## config.mk

```make
export PLATFORM = sky130hd
export DESIGN_NAME = div_seq_flat
export DESIGN_NICKNAME = d
export VERILOG_FILES = /design/src/rtl/div_seq_if.sv /design/src/rtl/div_seq.sv /design/src/flat_wrapper.sv
export SDC_FILE = /design/constraint.sdc
export NUM_CORES = 1
export LEC_CHECK = 0
export ABC_CLOCK_PERIOD_IN_PS = 3800
export CAP_MARGIN = 15
export CORE_MARGIN = 4
export CORE_UTILIZATION = 30
export CTS_CLUSTER_DIAMETER = 50
export DETAILED_ROUTE_END_ITERATION = 6
export PLACE_DENSITY = 0.49
export SLEW_MARGIN = 20
export SYNTH_ARGS = -nofsm -noshare
export SYNTH_HDL_FRONTEND = slang
export SYNTH_SLANG_ARGS = --single-unit
```

## constraint.sdc

```tcl
create_clock -name clk -period 3.8 [get_ports clk]
set_input_delay 0.76 -clock clk [delete_from_list [all_inputs] [get_ports clk]]
set_output_delay 0.76 -clock clk [all_outputs]
set_load 0.05 [all_outputs]
```

## src/rtl/div_seq_if.sv

```systemverilog
// Operand/result bundle between the control unit and the sequential divider.
// master = control side (drives operands and start), slave = divider.
interface div_seq_if #(
  parameter int WIDTH = 32
);
  logic [WIDTH-1:0] a;
  logic [WIDTH-1:0] b;
  logic             start;
  logic             busy;
  logic             done;
  logic             div_zero;
  logic [WIDTH-1:0] hi;
  logic [WIDTH-1:0] lo;

  modport master (
    output a, b, start,
    input  busy, done, div_zero, hi, lo
  );

  modport slave (
    input  a, b, start,
    output busy, done, div_zero, hi, lo
  );
endinterface

```

## src/rtl/div_seq.sv

```systemverilog
// Sequential signed divider (MIPS div): restoring, one quotient bit per cycle; quotient -> lo, remainder -> hi.
// Optional DIV_SEQ_EARLY_EXIT_EN: when |a| < |b| skip the iterations and go straight to sign fix-up.
module div_seq #(
  parameter int WIDTH = 32
) (
  input  logic      clk,
  input  logic      reset,
  div_seq_if.slave  dif
);
  localparam int CW = $clog2(WIDTH) + 1;

  typedef enum logic [1:0] {IDLE = 2'd0, RUN = 2'd1, FIX = 2'd2} state_e;

  state_e           state_q, state_d;
  logic [CW-1:0]    cnt_q, cnt_d;
  logic [WIDTH-1:0] rem_q, rem_d;
  logic [WIDTH-1:0] dvd_q, dvd_d;
  logic [WIDTH-1:0] dvs_q, dvs_d;
  logic [WIDTH-1:0] hi_q, hi_d;
  logic [WIDTH-1:0] lo_q, lo_d;
  logic             sign_quo_q, sign_quo_d;
  logic             sign_rem_q, sign_rem_d;
  logic             busy_q, busy_d;
  logic             done_q, done_d;
  logic             dz_q, dz_d;

  logic [WIDTH-1:0] abs_a, abs_b;
  logic [WIDTH:0]   rem_sh, trial;
  logic             b_zero, early;

  // WIDTH-bit unsigned magnitudes: |MIN_INT| wraps to itself, which is the right unsigned value.
  assign abs_a  = dif.a[WIDTH-1] ? -dif.a : dif.a;
  assign abs_b  = dif.b[WIDTH-1] ? -dif.b : dif.b;
  assign b_zero = (dif.b == '0);

`ifdef DIV_SEQ_EARLY_EXIT_EN
  assign early = (abs_a < abs_b);
`else
  assign early = 1'b0;
`endif

  // State register and all datapath flops
  always_ff @(posedge clk) begin
    if (!reset) begin
      state_q    <= IDLE;
      cnt_q      <= '0;
      rem_q      <= '0;
      dvd_q      <= '0;
      dvs_q      <= '0;
      hi_q       <= '0;
      lo_q       <= '0;
      sign_quo_q <= 1'b0;
      sign_rem_q <= 1'b0;
      busy_q     <= 1'b0;
      done_q     <= 1'b0;
      dz_q       <= 1'b0;
    end else begin
      state_q    <= state_d;
      cnt_q      <= cnt_d;
      rem_q      <= rem_d;
      dvd_q      <= dvd_d;
      dvs_q      <= dvs_d;
      hi_q       <= hi_d;
      lo_q       <= lo_d;
      sign_quo_q <= sign_quo_d;
      sign_rem_q <= sign_rem_d;
      busy_q     <= busy_d;
      done_q     <= done_d;
      dz_q       <= dz_d;
    end
  end

  // Next-state logic
  always_comb begin
    state_d = state_q;
    cnt_d   = cnt_q;
    case (state_q)
      IDLE: begin
        if (dif.start && !b_zero) begin
          state_d = early ? FIX : RUN;
          cnt_d   = '0;
        end
      end
      RUN: begin
        cnt_d = cnt_q + 1'b1;
        if (cnt_q == CW'(WIDTH - 1)) state_d = FIX;
      end
      FIX: begin
        state_d = IDLE;
        cnt_d   = '0;
      end
      default: begin
        state_d = IDLE;
        cnt_d   = '0;
      end
    endcase
  end

  // Datapath and output logic
  always_comb begin
    rem_d      = rem_q;
    dvd_d      = dvd_q;
    dvs_d      = dvs_q;
    hi_d       = hi_q;
    lo_d       = lo_q;
    sign_quo_d = sign_quo_q;
    sign_rem_d = sign_rem_q;
    busy_d     = busy_q;
    done_d     = 1'b0;
    dz_d       = 1'b0;

    // {rem, dvd} shifted left by one; the extra top bit keeps the trial subtract exact.
    rem_sh = {rem_q, dvd_q[WIDTH-1]};
    trial  = rem_sh - {1'b0, dvs_q};

    case (state_q)
      IDLE: begin
        if (dif.start) begin
          if (b_zero) begin
            dz_d = 1'b1;
          end else begin
            dvs_d      = abs_b;
            sign_quo_d = dif.a[WIDTH-1] ^ dif.b[WIDTH-1];
            sign_rem_d = dif.a[WIDTH-1];
            busy_d     = 1'b1;
            if (early) begin
              rem_d = abs_a;
              dvd_d = '0;
            end else begin
              rem_d = '0;
              dvd_d = abs_a;
            end
          end
        end
      end
      RUN: begin
        if (!trial[WIDTH]) begin
          rem_d = trial[WIDTH-1:0];
          dvd_d = {dvd_q[WIDTH-2:0], 1'b1};
        end else begin
          rem_d = rem_sh[WIDTH-1:0];
          dvd_d = {dvd_q[WIDTH-2:0], 1'b0};
        end
      end
      FIX: begin
        lo_d   = sign_quo_q ? -dvd_q : dvd_q;
        hi_d   = sign_rem_q ? -rem_q : rem_q;
        done_d = 1'b1;
        busy_d = 1'b0;
      end
      default: ;
    endcase
  end

  assign dif.busy     = busy_q;
  assign dif.done     = done_q;
  assign dif.div_zero = dz_q;
  assign dif.hi       = hi_q;
  assign dif.lo       = lo_q;

endmodule

```

## src/flat_wrapper.sv

```systemverilog
// flat-port wrapper written by rule: the top's interface ports become plain ports
module div_seq_flat 
#(
  parameter int WIDTH = 32
)
  (clk, reset, dif_a, dif_b, dif_start, dif_busy, dif_done, dif_div_zero, dif_hi, dif_lo);
  div_seq_if #(.WIDTH(WIDTH)) dif_i ();
  input  logic clk;
  input  logic reset;
  input wire logic [$bits(dif_i.a)-1:0] dif_a;
  input wire logic [$bits(dif_i.b)-1:0] dif_b;
  input wire logic [$bits(dif_i.start)-1:0] dif_start;
  output wire logic [$bits(dif_i.busy)-1:0] dif_busy;
  output wire logic [$bits(dif_i.done)-1:0] dif_done;
  output wire logic [$bits(dif_i.div_zero)-1:0] dif_div_zero;
  output wire logic [$bits(dif_i.hi)-1:0] dif_hi;
  output wire logic [$bits(dif_i.lo)-1:0] dif_lo;
  assign dif_i.a = dif_a;
  assign dif_i.b = dif_b;
  assign dif_i.start = dif_start;
  assign dif_busy = dif_i.busy;
  assign dif_done = dif_i.done;
  assign dif_div_zero = dif_i.div_zero;
  assign dif_hi = dif_i.hi;
  assign dif_lo = dif_i.lo;
  div_seq #(.WIDTH(WIDTH)) u_core (.clk(clk), .reset(reset), .dif(dif_i));
endmodule
```

# Word level (Yosys, flattened, before mapping)
# Index checks and enable logic that the tools add are counted.
# word_totals
inputBits	67
wordCells	60
ff_bits	173
# classes
n_bitwise	2
mux	22
add_sub_neg	6
reduce_logical	11
n_eq_ne	7
# ops
op	count
32-bit two-way mux	9
32-bit negator	4
32-bit case mux with 2 select lines	2
33-bit by 32-bit subtractor with 33-bit output	1
32-bit logical NOT	1
6-bit case mux with 2 select lines	1
3-bit AND reduction	4
6-bit by 1-bit adder with 6-bit output (second input constant)	1
6-bit by 5-bit equality test with 1-bit output (second input constant)	1
6-bit two-way mux	1
1-bit two-way mux	5
2-bit two-way mux	2
2-bit by 1-bit != test with 1-bit output (second input constant)	2
2-bit != test (second input constant)	2
2-bit case mux with 2 select lines	1
2-bit nonzero test	2
2-bit by 1-bit equality test with 1-bit output (second input constant)	1
2-bit equality test (second input constant)	1
2-bit logical NOT	1
1-bit case mux with 2 select lines	1
2-bit AND reduction	1
1-bit logical AND	1
1-bit logical NOT	1
1-bit NOT	1
1-bit bitwise XOR	1

# Longest topological paths before layout
# Gate-level depths: netlist (run 1).
# logic_depth
depth_word	5
ltp_mapped	15
mapped_depth_nobuf	12

# Worst setup path after synthesis (run 1)
# Ideal clock, no wire load.
# synth_timing
path_type	input to register
startpoint	input port dif_a[12]
endpoint	register u_core.dvd_q[26]
setup_time_ns	0.128
path_slack_ns	0.398
n_path_buf	0
required_ns	3.672
t_arrival_ns	3.275
cell_stages	8
path_cell_list	or4_1 or3_1 or4_4 or4_1 and2_1 xor2_1 a222oi_1 nor2_1
# synth_via
elab_chain_cells	5
# synth_lines
item	line	rtl
from (decl)	flat_wrapper.sv:10	input wire logic [$bits(dif_i.a)-1:0] dif_a;
32-bit negator	div_seq.sv:32	assign abs_a = dif.a[WIDTH-1] ? -dif.a : dif.a;
32-bit two-way mux	div_seq.sv:32	
32-bit two-way mux	div_seq.sv:119	if (b_zero) begin
32-bit two-way mux	div_seq.sv:118	if (dif.start) begin
32-bit case mux with 2 select lines	div_seq.sv:116	case (state_q)
to (signal assigned)	div_seq.sv:61	dvd_q <= dvd_d;
to (decl)	div_seq.sv:17	logic [WIDTH-1:0] dvd_q, dvd_d;
# Every way passes these cells. The select of a mux whose other input is x is not followed.
# A chain may end at the register's enable or synchronous reset.

# Final worst setup path (run 1)
# layout_timing
startpoint	register u_core.dvd_q[31]
endpoint	register u_core.rem_q[27]
# layout_via
elab_chain_cells	3
# layout_lines
item	line	rtl
33-bit by 32-bit subtractor with 33-bit output	div_seq.sv:114	trial = rem_sh - {1'b0, dvs_q};
32-bit two-way mux	div_seq.sv:137	if (!trial[WIDTH]) begin
32-bit case mux with 2 select lines	div_seq.sv:116	
to (signal assigned)	div_seq.sv:60	rem_q <= rem_d;
to (decl)	div_seq.sv:16	logic [WIDTH-1:0] rem_q, rem_d;
# Every way passes these cells.

==> impl_results.md, run 1 <==
- HPWL after DPL: 24850 um
- R2R Setup Slk: 0.24 ns
- Tot GR Track Use: 0.1670
- TritonCTS sink count: 173
- Critical Path AT: 3.93 ns
- Worst path required time: 4.17 ns
- Worst VDD drop: 322.1 uV
- ANT nets after route: 0
- Tightest Hold Check Type: reg2reg
- Register clock-pin slew on the reported worst setup and hold paths: 0.07 ns
- Routed wirelength normalized by instance count: 16.45 um
- CTS tree: built
- Tcrit/Tclk final: 0.9362
- Die height: 197.1 um
- Seq/Total Area, Yosys: 0.3227
- Max-cap viol count: 0
- FF+latch count, synth: 173
- RSZ-0062 raised after global routing: false
- Final Skew: 0.01193 ns
- Fin worst setup slack: 0.2423 ns
- Synth cell types: 64
- Post-Syn Area: 0.01073 mm2
- Final wirelength: 32660 um
- Share of layout cells above drive strength 1: 0.09843
- Chip width: 197.1 um
- CTS H-Tree Depth: 4
- CP max stage cell: or4_1
- Final hold vios: 0
- Global route overflow: 0
- RePlAce Congestion: 0.8516
- Worst hold start: u_core.dif.lo[31]
- Synth-to-layout area growth: 28.06%
- Slew Limit Fails: 0
- Post-CTS Setup Bufs: 0
- TritonCTS buffer count: 17
- Core box area: 0.03540 mm2
- Hold_ws: 0.4558 ns
- Initial Util: 0.3032
- Row count: 69
- Number of global-route vias before repair: 9337
- Crit-path cells: inv_1 -> ha_1 -> fa_1 -> nand2b_1 -> a21oi_1 -> o211ai_1 -> and2_1 -> o31ai_1 -> buf_4 -> a31oi_1 -> and2_1 -> buf_4 -> or4_1 -> nand3_1
- Worst setup SP type: flip-flop
- CTS root buf: clkbuf_16
- Pre-CTS setup slack: -0.1930 ns
- Fmax achieved: 281.1 MHz
- Warnings, synthesis: 0
- Worst r2r path cells: 14
- Port Buffers: 133
- Min Tclk post-route: 3.558 ns
- Final net count: 1617
- N_diodes: 0
- Starting DRT DRC Count: 550
- Setup crit end kind: flip-flop
- CP delay by family, top: simple AND/OR/NAND/NOR gates
- Hold path depth: 2
- Layout Utilization: 0.3883
- Largest net degree at the start of global routing: 118
- CP peak stage delay: 0.52 ns
- Number of enable flip-flop cells after synthesis: 0
- Ports: 134
- Clk buf depth: 2
- Initial antenna violation count: 0
- Slew HR: 0.2976
- Vias/cell: 5.058
- Status: finished clean
- Remaining DRCs: 0
- Leakage: 5.535 nW
- Via count: 10040
- Synth async-reset ratio: 0
- Syn Area/Cell: 7.985 um2
- Worst-Skew Late Latency: 0.44 ns
- Setup Viol. Count Final: 0
- First-pass GRT wire length: 52560 um
- CP max FO: 6
- WP buf/inv: 3
- Cells after synthesis: 1344
- Worst slew pin tran: 1.052 ns
- Top_reg_cell synth: dfxtp_1
- Cell Pwr Density: 525.6 mW/mm2
- Die ar.: 0.03886 mm2
- Post-synth net total: 1449
- Total iterations of the first detailed-routing run: 6
- WS Path Type: reg2reg
- Reg2Reg Capture Point: u_core.rem_q[27]
- Reg-to-reg critical path startpoint: u_core.dvd_q[31]
- Hold Path End: u_core.dif.lo[31]
worst max-delay path by stage:
stage                     slack (ns)               end  cells after the start        startpoint
after floorplan                 0.40  u_core.dvd_q[26]                      8         dif_a[12]
after global routing            0.04  u_core.rem_q[27]                     14  u_core.dvd_q[31]
after detailed placement       -0.19  u_core.dvd_q[27]                      9         dif_a[12]
after global placement         -0.18  u_core.dvd_q[27]                      9         dif_a[12]
after CTS                       0.15  u_core.rem_q[24]                     15  u_core.dvd_q[31]
final                           0.24  u_core.rem_q[27]                     14  u_core.dvd_q[31]
worst min-delay path, delay by kind of cell, from the launching register on:
kind	cells	cell delay (ns)
AO/OA/AOI/OAI	1	0.05
flip-flops	1	0.31
AND/OR/NAND/NOR	1	0.05
per-layer routing:
metal  track usage  part of all wire  vias up
met4       0.03338            0.0096        0
met3       0.02388             0.030       20
li1              -                 -     5182
met2        0.2611              0.44      167
met5             0                 0        -
met1        0.2463              0.52     4671
power breakdown:
| group | leakage [nW] | switching, W | internal (W) | total [W] |
|---|---|---|---|---|
| Clock | 0.305 | 0.000759 | 0.00115 | 0.00191 |
| Sequential | 1.41 | 0.000195 | 0.00194 | 0.00214 |
| Combinational | 3.82 | 0.00178 | 0.00140 | 0.00318 |
registers in the layout, indices dropped and copies added (netlist names), 2 cells and up:
name / count
u_core.state_q: 2
u_core.dvd_q: 32
u_core.dif.hi: 32
u_core.rem_q: 32
u_core.dif.lo: 32
u_core.dvs_q: 32
u_core.cnt_q: 6
layout make-up:
| class | instances | area, um2 |
|---|---|---|
| Tap cell | 461 | 576.8 |
| Timing Repair Buffer | 230 | 2137 |
| Clock buffer | 21 | 470.5 |
| Multi-Input combinational cell | 1042 | 6753 |
| Fill cell | 3705 | 21650 |
| Sequential cell | 173 | 3463 |
| Clock inverter | 10 | 162.7 |
| Inverter | 48 | 180.2 |
timing repair:
| item | in CTS | in global routing |
|---|---|---|
| hold buffers | 0 | 0 |
| setup endpoints to repair | 0 | 16 |
| gates resized for setup | 0 | 3 |
cells in the final DEF, fill, tap and decap left out, drive strengths merged, types with 5 or more instances in the layout:
cell type and count:
a21o 7, and3 6, or3 12, o21ai 94, nor2b 14, nand3b 6, clkdlybuf4s50 132, a21oi 87
o31ai 40, nor2 132, or4 24, a21boi 5, and2 8, a31oi 8, mux2i 19, dfxtp 173
nor3 16, xnor2 47, inv 48, buf 98, clkbuf 21, o21a 6, nand2 147, a211oi 74
nand3 28, o41ai 21, or2 7, ha 37, nand2b 16, nor4 5, o211a 33, xor2 96
o211ai 11
cell families after synthesis:
| kind of cell | share of synthesized area |
|---|---|
| AND/OR/NAND/NOR | 0.1900 |
| AO/OA/AOI/OAI | 0.2576 |
| flip-flops | 0.3227 |
| XOR/XNOR | 0.1167 |
| buffers and inverters | 0.04920 |
| adder cells (fa/ha/maj) | 0.04500 |
| multiplexers | 0.01877 |
through the flow:
stage | setup TNS (ns) | total power (W) | area [um2] | std cells
floorplan | 0 | 0.004274 | 10730 | 1344
global placement | -6.062 | 0.005302 | 13100 | 1954
detailed placement | -7.484 | 0.005302 | 13100 | 1954
CTS | 0 | 0.007243 | 13730 | 1985
global route | 0 | 0.007716 | 13740 | 1985
finish | 0 | 0.007224 | 13740 | 1985
synth_stat cells, types with 14 or more instances:
library cell,n,area share
o31ai_1,39,0.027
nand2b_1,16,0.0093
o211a_1,33,0.031
dfxtp_1,173,0.32
nand3_1,28,0.013
nor2b_1,14,0.0082
nand2_1,147,0.051
nor3_1,16,0.0075
xnor2_1,47,0.038
xor2_1,96,0.078
o41ai_1,19,0.016
ha_1,37,0.043
a21oi_1,87,0.041
or4_1,18,0.013
inv_1,47,0.016
nor2_1,132,0.046
o21ai_1,19,0.0089
mux2i_1,19,0.018
clkbuf_1,64,0.022
o21ai_0,75,0.035
a211oi_1,74,0.052
Note: power is estimated with default switching activity, not from simulation.
==> run 2, diff against run 1 <==
- REMOVE_ABC_BUFFERS: unset -> 1
==> run 2 against run 1 <==
Against the previous run:
- global-route usage up 0.15 points
- clock-buffer cell count decreased by 4
- cell count increased by 0.60%
- critical endpoint is now u_core.dvs_q[23]
- highest routed layer unchanged
- first-iteration DRC count decreased by 17%
- utilization rose by 0.099 points
- setup slack better by 0.020 ns
- sequential power is 2% lower
- non-clock buffer count increased by 11
- maximum frequency grew 0.57%
- sequential cell count stayed put
- die area unchanged
- critical path depth fell by 6
==> impl_results.md, run 2 (synthesis gave the netlist of run 1 again) <==
- Cell Pwr Density: 518.6 mW/mm2
- WS Path Type: in2reg
- Clk buf depth: 2
- HPWL after DPL: 25040 um
- Setup Viol. Count Final: 0
- Worst slew pin tran: 0.9873 ns
- TritonCTS sink count: 173
- DP Cell Count: 1965
- Fmax achieved: 282.7 MHz
- Min Tclk post-route: 3.537 ns
- Slew HR: 0.3418
- Largest net degree at the start of global routing: 107
- Seq. cell area: 0.003463 mm2
- Final net count: 1628
- Initial antenna violation count: 0
- First-pass GRT wire length: 52850 um
- Core box area: 0.03540 mm2
- N_diodes: 0
- Initial Util: 0.3032
- Worst path required time: 4.14 ns
- Leakage: 5.572 nW
- Critical Path AT: 3.88 ns
- Die ar.: 0.03886 mm2
- Final wirelength: 32970 um
- Status: finished clean
- Worst setup SP type: primary input
- RePlAce Congestion: 0.8927
- Dpl cell area: 0.01320 mm2
- CP peak stage delay: 0.56 ns
- Starting DRT DRC Count: 459
- Tcrit/Tclk final: 0.9309
- CP max FO: 13
- TritonCTS buffer count: 17
- Commonest non-fill, non-tap cells in the layout: 173 x dfxtp_1, 147 x nand2_1, 132 x nor2_1, 132 x clkdlybuf4s50_1, 101 x buf_4
- Row count: 69
- Share of layout cells above drive strength 1: 0.1061
- Slew Limit Fails: 0
- Worst VDD drop: 364.7 uV
- Die height: 197.1 um
- CTS tree: built
- Port Buffers: 133
- Worst-Skew Late Latency: 0.45 ns
- Post-CTS Hold Fix Bufs: 0
- CTS H-Tree Depth: 4
- Routed wirelength normalized by instance count: 16.51 um
- CTS root buf: clkbuf_16
- Crit-path cells: clkdlybuf4s50_1 -> or4_4 -> or3_1 -> or3_1 -> or4_4 -> and3_1 -> buf_4 -> o211a_1
- Post-CTS Setup Bufs: 0
- Final Skew: 0.01483 ns
- Chip width: 197.1 um
- Layout fillers: 3703
- Number of gates resized after cts: 0
- Total iterations of the first detailed-routing run: 6
- Final hold vios: 0
- Post-route cell area: 0.01378 mm2
- Fin cells: 1997
- Synth-to-layout area growth: 28.39%
- Register clock-pin slew on the reported worst setup and hold paths: 0.08 ns
- ANT nets after route: 0
- Tightest Hold Check Type: reg2reg
- Setup crit end kind: flip-flop
- Tot GR Track Use: 0.1685
- Via count: 10050
- Most common cell after layout, fill and taps aside: dfxtp_1
- Multi-input logic area: 0.006750 mm2
- Max-cap viol count: 0
- Number of global-route vias before repair: 9653
- CP max stage cell: or4_4
- RSZ-0062 raised after global routing: false
- Ports: 134
- Remaining DRCs: 0
- Vias/cell: 5.030
- Global route overflow: 0
==> run 2: cell count changes in the layout (fill, tap and decap cells not counted), sizes merged <==
cell      before  now
inv           48   53
bufinv         4    1
clkbuf        21   17
buf           98  109
clkinv         4    6
clkinvlp       2    3
==> run 2: worst paths after layout <==
| path | startpoint | end | slack (ns) | cells past startpoint |
|---|---|---|---|---|
| max | dif_b[27] | u_core.dvs_q[23] | 0.26 | 8 |
| min | u_core.dif.hi[30] | u_core.dif.hi[30] | 0.45 | 2 |
| max reg2reg | u_core.dvd_q[31] | u_core.rem_q[15] | 0.35 | 16 |
| min reg2reg | u_core.dif.hi[30] | u_core.dif.hi[30] | 0.45 | 2 |
==> run 2: routing by layer <==
metal	GRT usage	routed length (um)	vias to the layer above
met5	0	0	-
met4	0.04289	519	0
met3	0.02968	1294	24
met2	0.2723	15170	155
met1	0.2340	15980	4678
li1	-	-	5188
==> run 2: cell type report <==
cell class                 instances  share of cell area
clock buffer                      17             0.03088
clock inverter                    15             0.01144
inverter                          48             0.01308
multi-input combinational       1042              0.4899
sequential                       173              0.2514
tap                              461             0.04186
timing repair buffer             241              0.1615
==> run 2: worst max-delay path: cells and delay by family <==
| family | cells | cell delay [ns] |
|---|---|---|
| buffers and inverters | 2 | 0.70 |
| and+or+nand+nor | 5 | 2.20 |
| AOI/OAI and AO/OA | 1 | 0.21 |
==> run 2: power breakdown <==
part           internal, W  switching, W  total, W  leakage, nW
Clock             0.000926      0.000848   0.00177        0.277
Sequential         0.00194      0.000155   0.00210         1.41
Combinational      0.00147       0.00180   0.00328         3.89
==> run 2: per-stage QoR <==
stage | setup TNS, ns | power (W) | worst slack, ns | hold WS (ns) | utilization
global placement | -12.04 | 0.005412 | -0.1890 | 0.4484 | 0.3728
global route | 0 | 0.007652 | 0.07106 | 0.4802 | 0.3893
detailed placement | -14.91 | 0.005429 | -0.2105 | 0.4507 | 0.3728
finish | 0 | 0.007146 | 0.2625 | 0.4537 | 0.3893
CTS | 0 | 0.007236 | 0.2718 | 0.4602 | 0.3893
floorplan | -71.39 | 0.004207 | -1.111 | 0.4235 | -
